### config.mk
export PLATFORM = sky130hd
export DESIGN_NAME = trellis_phase_detector
export DESIGN_NICKNAME = d
export VERILOG_FILES = /design/src/rtl/trellis_pd_pkg.sv /design/src/rtl/trellis_pd_avg.sv /design/src/rtl/trellis_phase_detector.sv
export SDC_FILE = /design/constraint.sdc
export NUM_CORES = 1
export LEC_CHECK = 0
export CORE_ASPECT_RATIO = 1.75
export CORE_MARGIN = 1.5
export CORE_UTILIZATION = 29
export DETAILED_ROUTE_END_ITERATION = 8
export PLACE_DENSITY = 0.48
export SETUP_SLACK_MARGIN = 0.15
export SYNTH_ARGS = -nofsm -noshare
export SYNTH_HDL_FRONTEND = slang
export SYNTH_HIERARCHICAL = 1
export SYNTH_SLANG_ARGS = --single-unit
### constraint.sdc
create_clock -name clk -period 5.1 [get_ports clk]
set_input_delay 1.02 -clock clk [delete_from_list [all_inputs] [get_ports clk]]
set_output_delay 1.02 -clock clk [all_outputs]
set_load 0.05 [all_outputs]
### src/rtl/trellis_pd_pkg.sv
// rtl/trellis_pd_pkg.sv - shared widths and arithmetic helpers for the trellis phase detector
package trellis_pd_pkg;

    localparam int SAMPLE_W    = 18;
    localparam int ERR_W       = 8;
    localparam int SCALE_SHIFT = 11;
    localparam int DIFF_W      = SAMPLE_W + 1;

    // Negate, mapping the most negative code to the most positive one instead of wrapping
    function automatic logic signed [SAMPLE_W-1:0] sat_neg(input logic signed [SAMPLE_W-1:0] x);
        logic signed [SAMPLE_W-1:0] r;
        if (x == {1'b1, {(SAMPLE_W-1){1'b0}}}) begin
            r = {1'b0, {(SAMPLE_W-1){1'b1}}};
        end else begin
            r = -x;
        end
        return r;
    endfunction

    // Magnitude as an unsigned value; the most negative code yields 2^(SAMPLE_W-1) exactly
    function automatic logic [SAMPLE_W-1:0] abs_val(input logic signed [SAMPLE_W-1:0] x);
        logic [SAMPLE_W-1:0] r;
        if (x[SAMPLE_W-1]) begin
            r = ~x + SAMPLE_W'(1);
        end else begin
            r = x;
        end
        return r;
    endfunction

endpackage

### src/rtl/trellis_pd_avg.sv
// rtl/trellis_pd_avg.sv - error averaging accumulator and symbol counter (TRELLIS_PD_AVERAGE_EN)
`ifdef TRELLIS_PD_AVERAGE_EN
module trellis_pd_avg
    import trellis_pd_pkg::*;
#(
    parameter int AVG_LOG2 = 2
) (
    input  logic                     clk,
    input  logic                     reset,
    input  logic signed [DIFF_W-1:0] d,
    input  logic                     d_valid,
    output logic [ERR_W-1:0]         phase_error,
    output logic                     strobe
);

    localparam int ACC_W = DIFF_W + AVG_LOG2;
    localparam int CNT_W = AVG_LOG2 + 1;
    localparam logic [CNT_W-1:0] LAST = CNT_W'((1 << AVG_LOG2) - 1);

    logic signed [ACC_W-1:0] acc;
    logic signed [ACC_W-1:0] d_ext;
    logic [CNT_W-1:0]        cnt;
    logic                    close;

    assign d_ext = ACC_W'(d);

    // Window sum: the first symbol of a window reloads the accumulator, the rest add to it
    always_ff @(posedge clk) begin
        if (reset) begin
            acc   <= '0;
            cnt   <= '0;
            close <= 1'b0;
        end else begin
            close <= d_valid && (cnt == LAST);
            if (d_valid) begin
                acc <= (cnt == '0) ? d_ext : acc + d_ext;
                cnt <= (cnt == LAST) ? '0 : cnt + CNT_W'(1);
            end
        end
    end

    // Publish the completed window sum, scaled back to the per-symbol error range
    always_ff @(posedge clk) begin
        if (reset) begin
            phase_error <= '0;
            strobe      <= 1'b0;
        end else begin
            strobe <= close;
            if (close) begin
                phase_error <= acc[ACC_W-1 -: ERR_W];
            end
        end
    end

endmodule
`endif

### src/rtl/trellis_phase_detector.sv
// rtl/trellis_phase_detector.sv - decision-directed SOQPSK carrier phase detector, optional averaging via TRELLIS_PD_AVERAGE_EN
module trellis_phase_detector
    import trellis_pd_pkg::*;
#(
    parameter logic [SAMPLE_W-1:0] MIN_MAG  = 18'd4096,
    parameter int                  AVG_LOG2 = 2
) (
    input  logic                       clk,
    input  logic                       reset,
    input  logic                       symEn,
    input  logic                       sym2xEn,
    input  logic signed [SAMPLE_W-1:0] iIn,
    input  logic signed [SAMPLE_W-1:0] qIn,
    output logic [ERR_W-1:0]           phaseError,
    output logic                       symEn_phErr
);

    logic signed [SAMPLE_W-1:0] q_hold;
    logic signed [SAMPLE_W-1:0] i_hold;
    logic signed [SAMPLE_W-1:0] q_use;
    logic                       v1;
    logic signed [SAMPLE_W-1:0] t1;
    logic signed [SAMPLE_W-1:0] t2;
    logic                       erase;
    logic                       v2;
    logic signed [DIFF_W-1:0]   d_next;

    // Q rail captured on mid-symbol strobes; I rail and the paired Q captured on the symbol strobe
    always_ff @(posedge clk) begin
        if (reset) begin
            q_hold <= '0;
            i_hold <= '0;
            q_use  <= '0;
            v1     <= 1'b0;
        end else begin
            if (sym2xEn && !symEn) begin
                q_hold <= qIn;
            end
            if (symEn) begin
                i_hold <= iIn;
                q_use  <= q_hold;
            end
            v1 <= symEn;
        end
    end

    // Sign-decision cross terms and the small-signal erasure flag
    always_ff @(posedge clk) begin
        if (reset) begin
            t1    <= '0;
            t2    <= '0;
            erase <= 1'b0;
            v2    <= 1'b0;
        end else begin
            t1    <= i_hold[SAMPLE_W-1] ? sat_neg(q_use) : q_use;
            t2    <= q_use[SAMPLE_W-1] ? sat_neg(i_hold) : i_hold;
            erase <= (abs_val(i_hold) < MIN_MAG) && (abs_val(q_use) < MIN_MAG);
            v2    <= v1;
        end
    end

    // Widened difference cannot overflow; erased symbols contribute zero
    always_comb begin
        d_next = '0;
        if (!erase) begin
            d_next = {t1[SAMPLE_W-1], t1} - {t2[SAMPLE_W-1], t2};
        end
    end

`ifdef TRELLIS_PD_AVERAGE_EN
    trellis_pd_avg #(
        .AVG_LOG2 (AVG_LOG2)
    ) u_avg (
        .clk         (clk),
        .reset       (reset),
        .d           (d_next),
        .d_valid     (v2),
        .phase_error (phaseError),
        .strobe      (symEn_phErr)
    );
`else
    logic [ERR_W-1:0]       d_q;
    logic                   v3;
    logic [SCALE_SHIFT-1:0] unused_d_lsb;
    logic [4:0]             unused_avg_log2;

    assign unused_d_lsb    = d_next[SCALE_SHIFT-1:0];
    assign unused_avg_log2 = AVG_LOG2[4:0];

    // Register the scaled difference, then publish it with a single-cycle strobe
    always_ff @(posedge clk) begin
        if (reset) begin
            d_q         <= '0;
            v3          <= 1'b0;
            phaseError  <= '0;
            symEn_phErr <= 1'b0;
        end else begin
            d_q         <= d_next[DIFF_W-1 -: ERR_W];
            v3          <= v2;
            symEn_phErr <= v3;
            if (v3) begin
                phaseError <= d_q;
            end
        end
    end
`endif

endmodule
==> Yosys cells after proc, flatten, opt, wreduce, memory -nomap -nowiden <==
Index checks and enable logic that the tools add are counted.
{ "totals": {"ff_bits": 111, "latch_bits": 0, "mem_bits_rw": 0, "romBits": 0, "inputBits": 40, "output_inout_bits": 9, "wordCells": 35, "n_memories": 0} }
{ "op_classes": {"n_addsub": 5, "n_mul": 0, "div_mod_pow": 0, "n_lt_le_gt_ge": 2, "n_eq_ne": 2, "shift": 0, "mux": 8, "bitwise_logic": 2, "n_reduce_logical": 4} }
{ "ops": {"columns": ["op", "count"], "rows": [
  ["$mux 18", 8],
  ["$add 18x2->18 const B", 2],
  ["$eq 18x18->1 const B", 2],
  ["$lt 18x13->1 const B", 2],
  ["$neg 18->18", 2],
  ["$not 18->18", 2],
  ["$sub 18x18->19", 1],
  ["$logic_and 1x1->1", 2],
  ["$reduce_or 2->1", 1],
  ["$logic_not 1->1", 1]
]} }

==> Depth between registers and ports, before layout <==
Gate-level depths: netlist (run 1).
{ "depth": {"word_depth": 6, "mapped_depth": 9, "mapped_depth_nobuf": 9} }

==> Least setup slack after synthesis (run 1) <==
OpenSTA, ideal clock, no wires.
{ "synth_timing": {"path_type": "input port to flip-flop", "start": "input symEn", "end": "register q_use[10]", "setup_ns": 0.128, "arrival_time_ns": 2.161, "required_ns": 4.972, "path_slack_ns": 2.812, "stages": 4, "path_buffers": 2, "path_cell_list": "clkbuf_1 -> clkbuf_1 -> mux2i_1 -> nor2_1"} }
{ "synth_rtl": {"columns": ["element", "line", "source"], "rows": [
  ["start, declared", "trellis_phase_detector.sv:10", "input logic symEn,"],
  ["end signal, assigned", "trellis_phase_detector.sv:41", "q_use <= q_hold;"],
  ["end, declared", "trellis_phase_detector.sv:20", "logic signed [SAMPLE_W-1:0] q_use;"]
]} }

==> Worst setup path in the final report (run 1) <==
{ "layout_timing": {"start": "register q_use[1]", "end": "register t1[11]"} }
{ "layout_via": {"elab_chain_cells": 3, "elab_cells_between_ends": 4} }
{ "layout_lines": {"columns": ["element", "line", "source"], "rows": [
  ["$neg 18->18 or $eq 18x18->1 (tied branches)", "trellis_pd_pkg.sv:15, trellis_pd_pkg.sv:12", null],
  ["$mux 18 (*)", "trellis_pd_pkg.sv:12", "if (x == {1'b1, {(SAMPLE_W-1){1'b0}}}) begin"],
  ["$mux 18 (*)", "trellis_phase_detector.sv:55", "t1 <= i_hold[SAMPLE_W-1] ? sat_neg(q_use) : q_use;"],
  ["end signal, assigned", "trellis_phase_detector.sv:55", null],
  ["end, declared", "trellis_phase_detector.sv:22", "logic signed [SAMPLE_W-1:0] t1;"]
]} }
Every way passes the cells marked *; elsewhere a longest branch is shown, timed or not.
A chain may end at the register's enable or synchronous reset.

==> summary.md, run 1 <==
| Metric | Value |
|---|---|
| Status | `finished, final reports clean` |
| Tcrit/Tclk final | `55.2%` |
| Die width | `105 um` |
| Vias/cell | `5.01` |
| Slowest stage cell, crit path | `nor4_2` |
| Wire per inst | `15.7 um` |
| Sequential area share after synthesis | `42.1%` |
| Final net count | `697` |
| Initial DRT Pass Iterations | `4` |
| Synth area leader | `dfxtp_1` |
| Die area | `0.0190 mm^2` |
| Clock buffer depth | `2` |
| Leakage | `2.46 nW` |
| Max rail drop VDD | `0.137 mV` |
| Crit path cell chain | `inv_1 -> ha_1 -> nor3b_4 -> nand4_2 -> nor4_2 -> nor2_1 -> o311a_1 -> nor3_1` |
| Post-synth top area share | `42.1%` |
| # IOs | `49` |
| Antenna fix cells | `0` |
| CTS-repair resized insts | `0` |
| TritonCTS buffer count | `9` |
| RSZ-0062 raised after global routing | `no` |
| Post-synth EDFFs | `0` |
| DRT antenna net count | `0` |
| Pins Over Slew Limit | `0` |
| Starting density of the core | `29.5%` |
| Die Ht | `181 um` |
| Synth async-reset ratio | `0%` |
| Core area | `0.0179 mm^2` |
| Layout cell share with drive strength beyond 1 | `4.69%` |
| Critical Path AT | `3.07 ns` |
| Worst Path Required | `5.35 ns` |
| Largest net degree at the start of global routing | `105` |
| Clock root buffer | `clkbuf_16` |
| WS Path Type | `reg2reg` |
| Hold WC Path Type | `reg2reg` |
| Max FO, Critical Path | `11` |
| Critical Path Start | `q_use[1]` |
| Placer Congestion | `0.865` |
| Final Hold Viols | `0` |
| Crit start category | `flip-flop` |
| CP peak stage delay | `0.85 ns` |
| Post-Syn Area | `0.00528 mm^2` |
| Global route total overflow | `0` |
| Crit path time final | `2.82 ns` |
| Setup violations, final | `0` |
| Synthesized area per cell | `8.65 um^2` |
| Clock slew at reported path FFs | `0.08 ns` |
| Syn_nets | `671` |
| CTS tree | `yes` |
| Residual DRC count | `0` |
| Hold slack | `0.439 ns` |
| CP Capture Type | `flip-flop` |
| Via count | `4379` |
| DR iter-0 viols | `259` |
| Max-slew headroom | `25.0%` |
| Hold path start | `v1` |
| Setup Skew | `0.00839 ns` |
| Peak Freq | `355 MHz` |
| Port bufs | `48` |
| Post-CTS setup buffer count | `0` |
| Clock sink count | `111` |
| H-Tree Depth | `3` |
| Ys flop type | `dfxtp_1` |
| Vias in the first global route | `4296` |
| Initial antenna violation count | `0` |
| Power per standard cell area | `319 mW/mm^2` |
| Gr usage total | `14.8%` |
| Number of max-cap violations | `0` |
| CTS Hold Buffers Added | `0` |
| Syn-to-layout area delta | `18.2%` |
| Count of unique library cells instantiated by Yosys | `59` |
| Synthesis warning total | `6` |
| Total wire length | `13800 um` |
| R2r startpoint | `q_use[1]` |
| Post-synthesis register bit count | `111` |
| Clock latency at the later pin of the worst-skew pair | `0.35 ns` |
| Cells after Synth | `610` |
| Dominant cells by area after synthesis | `dfxtp_1 (42%), mux2i_1 (8.9%), a21oi_1 (5.2%)` |
| Global-route wire length before repair | `22100 um` |
| Post-detail-place hpwl | `10300 um` |
| Slew @ Worst Pin | `1.12 ns` |
| Final TNS setup | `0 ns` |
| # rows | `65` |
## synthesized netlist by cell type (all sizes together) (3+ instances only)
cell type / number
nor4: 7
or4: 7
xor2: 8
nand2: 63
ha: 21
nor2: 73
mux2i: 47
dfxtp: 111
a21o: 4
nand2b: 3
a31oi: 7
nor3: 14
or3: 10
a21oi: 55
o21ai: 16
o311ai: 3
a311oi: 18
inv: 30
xnor2: 4
and3: 4
nand4: 5
nor2b: 11
clkbuf: 30
o21a: 6
buf: 8
nand3: 6
or2: 3
## logic make-up after synthesis
family / count (synthesis) / share of synthesized area, %
xor gates and xnor gates: 12 / 1.99
DFF: 111 / 42.1
adders and majority gates: 21 / 4.98
AOI/OAI and AO/OA: 132 / 16.3
muxes: 48 / 9.13
and+or+nand+nor: 218 / 20.6
buffers and inverters: 68 / 4.88
## cells in the final DEF (no fill, tap or decap), drive strengths merged, types with 9 or more instances in the layout
master	netlist	routed
ha	21	21
nor3	14	14
dfxtp	111	111
clkbuf	30	9
clkdlybuf4s50	0	46
o21ai	16	16
nor2b	11	11
mux2i	47	47
or3	10	10
a311oi	18	18
nor2	73	73
nand2	63	63
inv	30	31
a21oi	55	55
## final timing paths
path | to | slack [ns] | cells past startpoint
setup / recovery | t1[11] | 2.28 | 8
hold reg to reg | v2 | 0.44 | 1
setup reg to reg | t1[11] | 2.28 | 8
hold / removal | v2 | 0.44 | 1
## registers in the layout (all words and copies together) (netlist names), 8 cells and up
name / cells
phaseError: 8
q_hold: 18
i_hold: 18
t2: 18
q_use: 18
d_q: 8
t1: 18
## stage by stage
| step | area [um^2] | total power, mW | std cells | util [%] | worst slack, ns |
|---|---|---|---|---|---|
| after floorplan | 5280 | 1.20 | 610 | - | 2.81 |
| after global placement | 5940 | 1.30 | 859 | 33.2 | 2.19 |
| after detailed placement | 5940 | 1.31 | 859 | 33.2 | 2.10 |
| after CTS | 6240 | 2.02 | 874 | 34.9 | 2.23 |
| after global routing | 6240 | 2.10 | 874 | 34.9 | 1.95 |
| final | 6240 | 1.99 | 874 | 34.9 | 2.28 |
## cell type report
cell class,instances,area (um^2)
flip-flops and latches,111,2220
well taps,234,293
fillers,1867,11700
multi-input cells,431,2800
clock buffers,9,225
clock inverters,6,70.1
inverters,30,113
repair buffers,53,510
## power breakdown
part	switching [mW]	leakage [nW]	internal, mW	total (mW)
Combinational	0.187	1.42	0.146	0.333
Clock	0.324	0.134	0.381	0.705
Sequential	0.0360	0.907	0.917	0.953
## critical path, delay by kind of cell, from the launching register on
family | cells | cell delay [ns]
fa+ha+maj | 1 | 0.20
compound gates | 1 | 0.22
flops | 1 | 0.36
simple gates | 5 | 1.85
buf+inv | 1 | 0.10
## layer usage
| layer | vias to the layer above | track usage [%] | share of wire [%] |
|---|---|---|---|
| met4 | 0 | 8.27 | 4.5 |
| met5 | - | 0 | 0 |
| met1 | 2032 | 14.7 | 36 |
| met3 | 36 | 2.19 | 2.9 |
| li1 | 2213 | - | - |
| met2 | 98 | 28.6 | 56 |
Power figures use the tool's default switching activity.
==> run 2: changes to the inputs <==
--- a/config.mk
+++ b/config.mk
@@ -9,7 +9,7 @@
 export CORE_MARGIN = 1.5
 export CORE_UTILIZATION = 29
 export DETAILED_ROUTE_END_ITERATION = 8
-export PLACE_DENSITY = 0.48
+export PLACE_DENSITY = 0.5
 export SETUP_SLACK_MARGIN = 0.15
 export SYNTH_ARGS = -nofsm -noshare
 export SYNTH_HDL_FRONTEND = slang
==> constraint.sdc (replaced) <==
create_clock -name clk -period 2.4 [get_ports clk]
set_input_delay 0.48 -clock clk [delete_from_list [all_inputs] [get_ports clk]]
set_output_delay 0.48 -clock clk [all_outputs]
set_load 0.05 [all_outputs]
==> run 2 against run 1 <==
Net effect: combinational power grew 140%; critical endpoint is now t1[17]; wire length is 7.9% higher; clock skew rose by 0.00060 ns; design area rose by 6.3%; non-clock buffer count is 38 higher; sequential share of layout area is 2.0 points lower; critical path type unchanged; cell count up 4.5%; maximum frequency up 26%; hold slack improved by 0.0021 ns; largest cell class unchanged; register-to-register slack lost 2.1 ns; largest power group unchanged; setup slack got worse by 2.1 ns.
==> summary.md, run 2 (synthesized netlist as in run 1, its figures left out) <==
| Metric | Value |
|---|---|
| Tcrit/Tclk final | `92.9%` |
| Total power | `4.27 mW` |
| Clock slew at reported path FFs | `0.08 ns` |
| Status | `finished, final reports clean` |
| Final Worst Setup Slack | `0.170 ns` |
| Final TNS setup | `0 ns` |
| Fillers | `1869` |
| Final net count | `735` |
| R2r startpoint | `q_use[11]` |
| Crit path cell chain | `nor4_4 -> nand2_1 -> or4_4 -> nor3_2 -> ha_1 -> or3_1 -> a21oi_1` |
| Wire per inst | `16.2 um` |
| Worst Path Required | `2.68 ns` |
| Post-detail-place hpwl | `11500 um` |
| Design area | `0.00663 mm^2` |
| Initial antenna violation count | `0` |
| Place WS | `0.117 ns` |
| Max rail drop VDD | `0.320 mV` |
| Leakage | `2.66 nW` |
| # rows | `65` |
| Clock buffer depth | `2` |
| Slew @ Worst Pin | `0.703 ns` |
| Storage element area | `0.00223 mm^2` |
| Clock sink count | `111` |
| Starting density of the core | `29.5%` |
| Via count | `4572` |
| Setup violations, final | `0` |
| Most frequent cells in the layout | `dfxtp_1 (105), nor2_1 (73), nand2_1 (63)` |
| Most common cell after layout, fill and taps aside | `dfxtp_1` |
| Residual DRC count | `0` |
| Power per standard cell area | `644 mW/mm^2` |
| # IOs | `49` |
| Setup Skew | `0.00899 ns` |
| Core area | `0.0179 mm^2` |
| Die Ht | `181 um` |
| Vias in the first global route | `4464` |
| Port bufs | `48` |
| Syn-to-layout area delta | `25.7%` |
| H-Tree Depth | `3` |
| Layout cell share with drive strength beyond 1 | `13.7%` |
| Crit path time final | `2.23 ns` |
| Number of max-cap violations | `0` |
| Dpl cell area | `0.00621 mm^2` |
| DRT antenna net count | `0` |
| Hold slack | `0.441 ns` |
| Antenna fix cells | `0` |
| TritonCTS buffer count | `9` |
| Global-route wire length before repair | `23200 um` |
| CP Capture Type | `flip-flop` |
| Clock root buffer | `clkbuf_16` |
| Max FO, Critical Path | `4` |
| R2r endpoint | `t1[17]` |
| CP peak stage delay | `0.54 ns` |
| Gr usage total | `15.7%` |
| Crit start category | `flip-flop` |
| Vias/cell | `5.01` |
| Placer Congestion | `0.925` |
| Total wire length | `14800 um` |
| Global route total overflow | `0` |
| Post-Layout Cell Count | `913` |
| Area of the multi-input gates | `0.00291 mm^2` |
| Critical Path Start | `q_use[11]` |
| Critical Path AT | `2.51 ns` |
| Largest net degree at the start of global routing | `63` |
| Initial DRT Pass Iterations | `4` |
| Cells after DPL | `896` |
| Clock latency at the later pin of the worst-skew pair | `0.36 ns` |
| Die width | `105 um` |
| Die area | `0.0190 mm^2` |
| Max-slew headroom | `53.1%` |
| RSZ-0062 raised after global routing | `yes` |
| Slowest stage cell, crit path | `or4_4` |
| Peak Freq | `448 MHz` |
| Pins Over Slew Limit | `0` |
| DR iter-0 viols | `162` |
| Final Hold Viols | `0` |
| Last element of the critical path | `t1[17]` |
| Reg2Reg Depth | `7` |
| Hold WC Path Type | `reg2reg` |
| Final Util | `37.1%` |
| CTS tree | `yes` |
| Flop2flop setup slack | `0.17 ns` |
| WS Path Type | `reg2reg` |
-- run 2: cell count changes in the layout (fill, tap and decap cells not counted), sizes merged --
cell,change
buf,+38
bufinv,-1
clkbuf,+1
clkinvlp,-1
inv,+2
-- run 2: area by class of cell --
cell class,instances,area share [%]
Timing Repair Buffer,91,12.1
Clock buffer,10,3.45
Inverter,30,1.70
Tap cell,234,4.42
Clock inverter,6,0.792
Sequential cell,111,33.7
Multi-Input combinational cell,431,43.9
-- run 2: worst min-delay path by stage --
| stage | cells past startpoint | start | slack (ns) | to |
|---|---|---|---|---|
| 5_1_grt | 1 | v2 | 0.46 | v3 |
| 4_1_cts | 1 | v2 | 0.45 | v3 |
| 6_report | 1 | v1 | 0.44 | v2 |
| 3_3_place_gp | 1 | v1 | 0.43 | v2 |
| 3_5_place_dp | 1 | v2 | 0.44 | v3 |
| 2_1_floorplan | 1 | v1 | 0.41 | v2 |
-- run 2: power breakdown --
| group | total (mW) | internal [mW] | switching (mW) |
|---|---|---|---|
| registers | 2.02 | 1.95 | 0.0696 |
| clock network | 1.45 | 0.723 | 0.729 |
| logic | 0.800 | 0.366 | 0.434 |
-- run 2: timing repair --
| item | in CTS | in global routing |
|---|---|---|
| resized for setup | 3 | 28 |
| endpoints found under the setup margin | 2 | 30 |
| hold buffers | 0 | 0 |
| setup buffers | 0 | 1 |
| pin swaps | 0 | 10 |
-- run 2: layer usage --
metal	up-vias	wire length [um]	track usage (%)
met1	2153	5250	14.3
met5	-	0	0
li1	2289	-	-
met3	34	299	1.51
met4	0	683	9.32
met2	96	8600	32.3
-- run 2: critical path, delay by kind of cell (launching register included) --
kind / cells / cell delay, ns
compound gates: 1 / 0.13
fa+ha+maj: 1 / 0.24
flops: 1 / 0.35
simple gates: 5 / 1.42
==> RTL change 1, RTL diff (config.mk and constraints of run 1) <==
The option `TRELLIS_PD_AVERAGE_EN` is turned on by a define.
--- a/src/rtl/trellis_pd_avg.sv
+++ b/src/rtl/trellis_pd_avg.sv
@@ -1,3 +1,5 @@
 // rtl/trellis_pd_avg.sv - error averaging accumulator and symbol counter (TRELLIS_PD_AVERAGE_EN)
+`define TRELLIS_PD_AVERAGE_EN
+
 `ifdef TRELLIS_PD_AVERAGE_EN
 module trellis_pd_avg
Behaviour: not the same (Yosys sat finds a counterexample within 10 cycles, from zero or initial values and one cycle with reset high).
==> RTL change 1 against run 1 <==
- sequential cell count increased by 16
- power up 59%
- non-clock buffer count up 7
- via count is 53% higher
- wire length up 51%
- count of clock-buffer cells in the layout rose by 14
- maximum frequency decreased by 32%
- cell count grew 48%
- sequential power grew 13%
- worst setup slack got worse by 1.4 ns
- hold slack lost 0.0054 ns
- area after synthesis increased by 45%
- design area grew 44%
- critical endpoint is now u_avg/acc[19]
- largest cell class unchanged
==> RTL change 1: results <==
set metrics [dict create \
    status "complete, no violations" \
    grt_first_pass_wirelength_um 33710 \
    clk_path_buf_depth 2 \
    syn_nets 1027 \
    postSynthCellCount 941 \
    slew_headroom_pct 43.07 \
    power_leakage_nw 3.571 \
    cpMaxStageDelayCell "a211oi_1" \
    drtIter0Drc 220 \
    worstReg2RegEnd "u_avg/acc[19]" \
    reg2reg_from "t2[5]" \
    first_global_vias 6551 \
    grt_start_max_net_pins 51 \
    clk_pin_slew_ns 0.06 \
    critPathMaxFanout 7 \
    cts_buffers 17 \
    synth_commonest_cells "127 x dfxtp_1, 124 x nor2_1, 92 x nand2_1" \
    ir_drop_mv 0.2225 \
    synth.area.top_cells "dfxtp_1 33%, ha_1 7.2%, mux2i_1 6.4%" \
    critPathMaxStageDelay_ns 0.67 \
    post-place-ws_ns 0.9302 \
    track_usage_pct 15.57 \
    routed_via_density 5.171 \
    clk_latency_ns 0.42 \
    synth_seq_area_share_pct 33.25 \
    layout.nets 1050 \
    worstPathArrival_ns 4.48 \
    ctsHtreeMaxLevel 4 \
    skew_ns 0.008264 \
    drive_gt1_share_pct 7.267 \
    final-instance-count-excl-fill 1297 \
    dp_hpwl_um 15810 \
    gp_congestion 0.8615 \
    post_drt_wl_per_cell_um 16.02 \
]
==> RTL change 1: changes by cell type after synthesis, moves of 16 or more <==
cell,delta
o21ai_0,+29
nand3_1,+16
ha_1,+23
nand2_1,+29
nor2_1,+51
dfxtp_1,+16
==> RTL change 1: power by group through the flow <==
stage               registers, W  clock network (W)  logic, W
finish                   0.00108            0.00127  0.000804
global route             0.00109            0.00135  0.000907
global placement         0.00110                  0  0.000802
CTS                      0.00108            0.00131  0.000807
detailed placement       0.00110                  0  0.000803
floorplan                0.00108                  0  0.000626
==> RTL change 1: cells by family (layout without fill, tap and decap cells) <==
logic type | Yosys count | count (layout) | synth area share, %
adders and majority gates | 46 | 46 | 7.724
DFF | 127 | 127 | 33.25
AOI/OAI and AO/OA | 233 | 233 | 20.70
buffers and inverters | 90 | 126 | 4.696
muxes | 51 | 51 | 6.709
xor gates and xnor gates | 28 | 28 | 3.207
and+or+nand+nor | 366 | 366 | 23.71
==> RTL change 1: metrics by stage <==
| stage | hold slack, ns | cell area, um^2 | util (%) |
|---|---|---|---|
| global placement | 0.4180 | 8378 | 32.27 |
| global route | 0.4565 | 8997 | 34.66 |
| finish | 0.4339 | 8997 | 34.66 |
| CTS | 0.4339 | 8997 | 34.66 |
| detailed placement | 0.4204 | 8378 | 32.27 |
| floorplan | 0.4138 | 7646 | - |
==> RTL change 1: worst max path at each step <==
stage / start / endpoint / slack [ns] / cells past startpoint
after detailed placement: t2[5] / u_avg/acc[19] / 0.93 / 14
final: t2[5] / u_avg/acc[19] / 0.93 / 14
after global placement: t2[5] / u_avg/acc[19] / 1.01 / 14
after CTS: t2[5] / u_avg/acc[19] / 0.92 / 14
after floorplan: t2[5] / u_avg/acc[19] / 1.55 / 14
after global routing: t2[5] / u_avg/acc[19] / 0.66 / 14
==> RTL change 1: critical path, delay by kind of cell (launching register included) <==
family | cells | cell delay, ns
compound gates | 7 | 1.97
simple gates | 3 | 0.83
fa+ha+maj | 2 | 0.72
flops | 1 | 0.31
xor+xnor | 1 | 0.17
buf+inv | 1 | 0.04
==> RTL change 1: final cells by class <==
class	instances	area [um^2]
clock inverter	9	131.4
fill	2764	16960
timing repair buffer	60	563.0
tap	320	400.4
multi-input combinational	724	4745
sequential	127	2542
clock buffer	23	488.0
inverter	34	127.6
==> RTL change 1: metal layers <==
metal,part of all wire [%],wire (um),global-route usage (%)
met4,3.8,786,7.969
met2,57,11780,31.23
met5,0,0,0
met3,1.9,397,2.257
met1,38,7820,15.12
==> RTL change 2, RTL diff (flow settings as in run 1) <==
Made on the original files. The output `symEn_phErr` loses its register stage (`symEn_phErr` becomes a continuous assignment).
--- a/src/rtl/trellis_phase_detector.sv
+++ b/src/rtl/trellis_phase_detector.sv
@@ -94,9 +94,7 @@
             v3          <= 1'b0;
             phaseError  <= '0;
-            symEn_phErr <= 1'b0;
         end else begin
             d_q         <= d_next[DIFF_W-1 -: ERR_W];
             v3          <= v2;
-            symEn_phErr <= v3;
             if (v3) begin
                 phaseError <= d_q;
@@ -104,4 +102,6 @@
         end
     end
+
+    assign symEn_phErr = v3;
 `endif
 
Formal check against the unedited RTL: not equivalent (a bounded check fails within 4 cycles, from zero or initial values and one cycle with reset high).
==> RTL change 2 against run 1 <==
- design area decreased by 0.82%
- global-route usage decreased by 0.29 points
- clock power decreased by 0.7%
- sequential cell count decreased by 1
- wire length decreased by 2.3%
- synthesized cell count decreased by 0.49%
- first-iteration DRC count increased by 10%
- area after synthesis decreased by 0.81%
- critical path depth decreased by 3
- power decreased by 0.85%
- count of clock-buffer cells in the layout increased by 1
- worst setup slack got worse by 0.28 ns
- critical path type unchanged
- critical endpoint is now t1[5]
- largest cell class unchanged
==> RTL change 2: results <==
set metrics [dict create \
    routed_via_density 5.064 \
    post-place-ws_ns 2.052 \
    drtIter0Drc 285 \
    synth_commonest_cells "110 x dfxtp_1, 73 x nor2_1, 63 x nand2_1" \
    post_cts_buffers 0 \
    syn_nets 668 \
    cpMaxStageDelayCell "dfxtp_1" \
    p_switching_w 0.0005608 \
    skew_ns 0.009652 \
    grt_start_max_net_pins 92 \
    power_leakage_nw 2.447 \
    worstMarginPinSlew_ns 1.111 \
    reg2reg_from "q_use[17]" \
    antenna_left 0 \
    clk_pin_slew_ns 0.08 \
    grt_first_pass_wirelength_um 21290 \
    critPathMaxStageDelay_ns 0.83 \
    antenna_found_initial 0 \
    worstReg2RegEnd "t1[5]" \
    critPathMaxFanout 23 \
    regToRegSetupSlack_ns 2.01 \
    layout.nets 694 \
    finalSetupTns_ns 0 \
    clk_latency_ns 0.35 \
    synth.area.top_cells "dfxtp_1 42%, mux2i_1 9.0%, a21oi_1 5.3%" \
    port_buffers 48 \
    status "complete, no violations" \
    r2r_cells 5 \
    synth_seq_area_share_pct 42.08 \
    ir_drop_mv 0.1456 \
    track_usage_pct 14.48 \
    dr.pass1.iters 6 \
    post_drt_wl_per_cell_um 15.45 \
    dp_hpwl_um 10270 \
    gp_congestion 0.8887 \
    first_global_vias 4226 \
]
[RTL change 2: cell types whose count changed after synthesis, sizes merged]
cell    change
clkbuf      -4
buf         +3
clkinv      +1
dfxtp       -1
inv         -1
nor2b       -1
[RTL change 2: metrics by stage]
step                hold slack (ns)  cells  instance area, um^2  utilization [%]
floorplan                    0.4138    607                 5234                -
CTS                          0.4491    869                 6185            35.11
global placement             0.4188    853                 5888            33.42
finish                       0.4432    869                 6185            35.11
detailed placement           0.4302    853                 5888            33.42
global route                 0.4734    869                 6185            35.11
[RTL change 2: final cells by class]
cell class                 instances  area, um^2
clock inverter                     6       57.56
tap                              231       289.0
inverter                          30       112.6
fill                            1883       11430
sequential                       110        2202
multi-input combinational        430        2781
clock buffer                      10       239.0
timing repair buffer              52       503.0
[RTL change 2: worst reg2reg max path, delay by kind of cell, from the launching register on]
family	cells	cell delay, ns
and+or+nand+nor	3	1.55
DFF	1	0.83
AOI/OAI and AO/OA	1	0.36
buffers and inverters	1	0.26
[RTL change 2: per-layer routing]
metal	vias to the layer above	global-route usage [%]	wire length (um)
met4	0	9.833	708
met3	36	1.732	317
li1	2210	-	-
met5	-	0	0
met1	2060	13.49	4732
met2	95	28.58	7672
[RTL change 2: worst max path at each step]
stage	slack, ns	from	depth (start not counted)	end
after global placement	2.15	symEn	4	q_hold[12]
after detailed placement	2.05	q_use[17]	5	t1[5]
after floorplan	2.79	q_use[0]	7	t1[17]
after CTS	2.02	q_use[17]	5	t1[5]
final	2.01	q_use[17]	5	t1[5]
after global routing	1.77	q_use[17]	6	t1[11]
[RTL change 2: power by group through the flow]
stage / clock (W) / sequential [W] / combinational [W]
after floorplan: 0 / 0.000955 / 0.000231
after global placement: 0 / 0.000965 / 0.000325
after detailed placement: 0 / 0.000965 / 0.000330
after CTS: 0.000728 / 0.000945 / 0.000332
after global routing: 0.000761 / 0.000951 / 0.000367
final: 0.000700 / 0.000944 / 0.000330
[RTL change 2: cells by family (layout without fill, tap and decap cells)]
family          Yosys count  count (layout)  synth area share (%)
compound gates          132             132                 16.42
simple gates            217             217                 20.37
mux                      48              48                 9.204
flops                   110             110                 42.08
xor+xnor                 12              12                 2.008
fa+ha+maj                21              21                 5.020
buf+inv                  67              98                 4.901
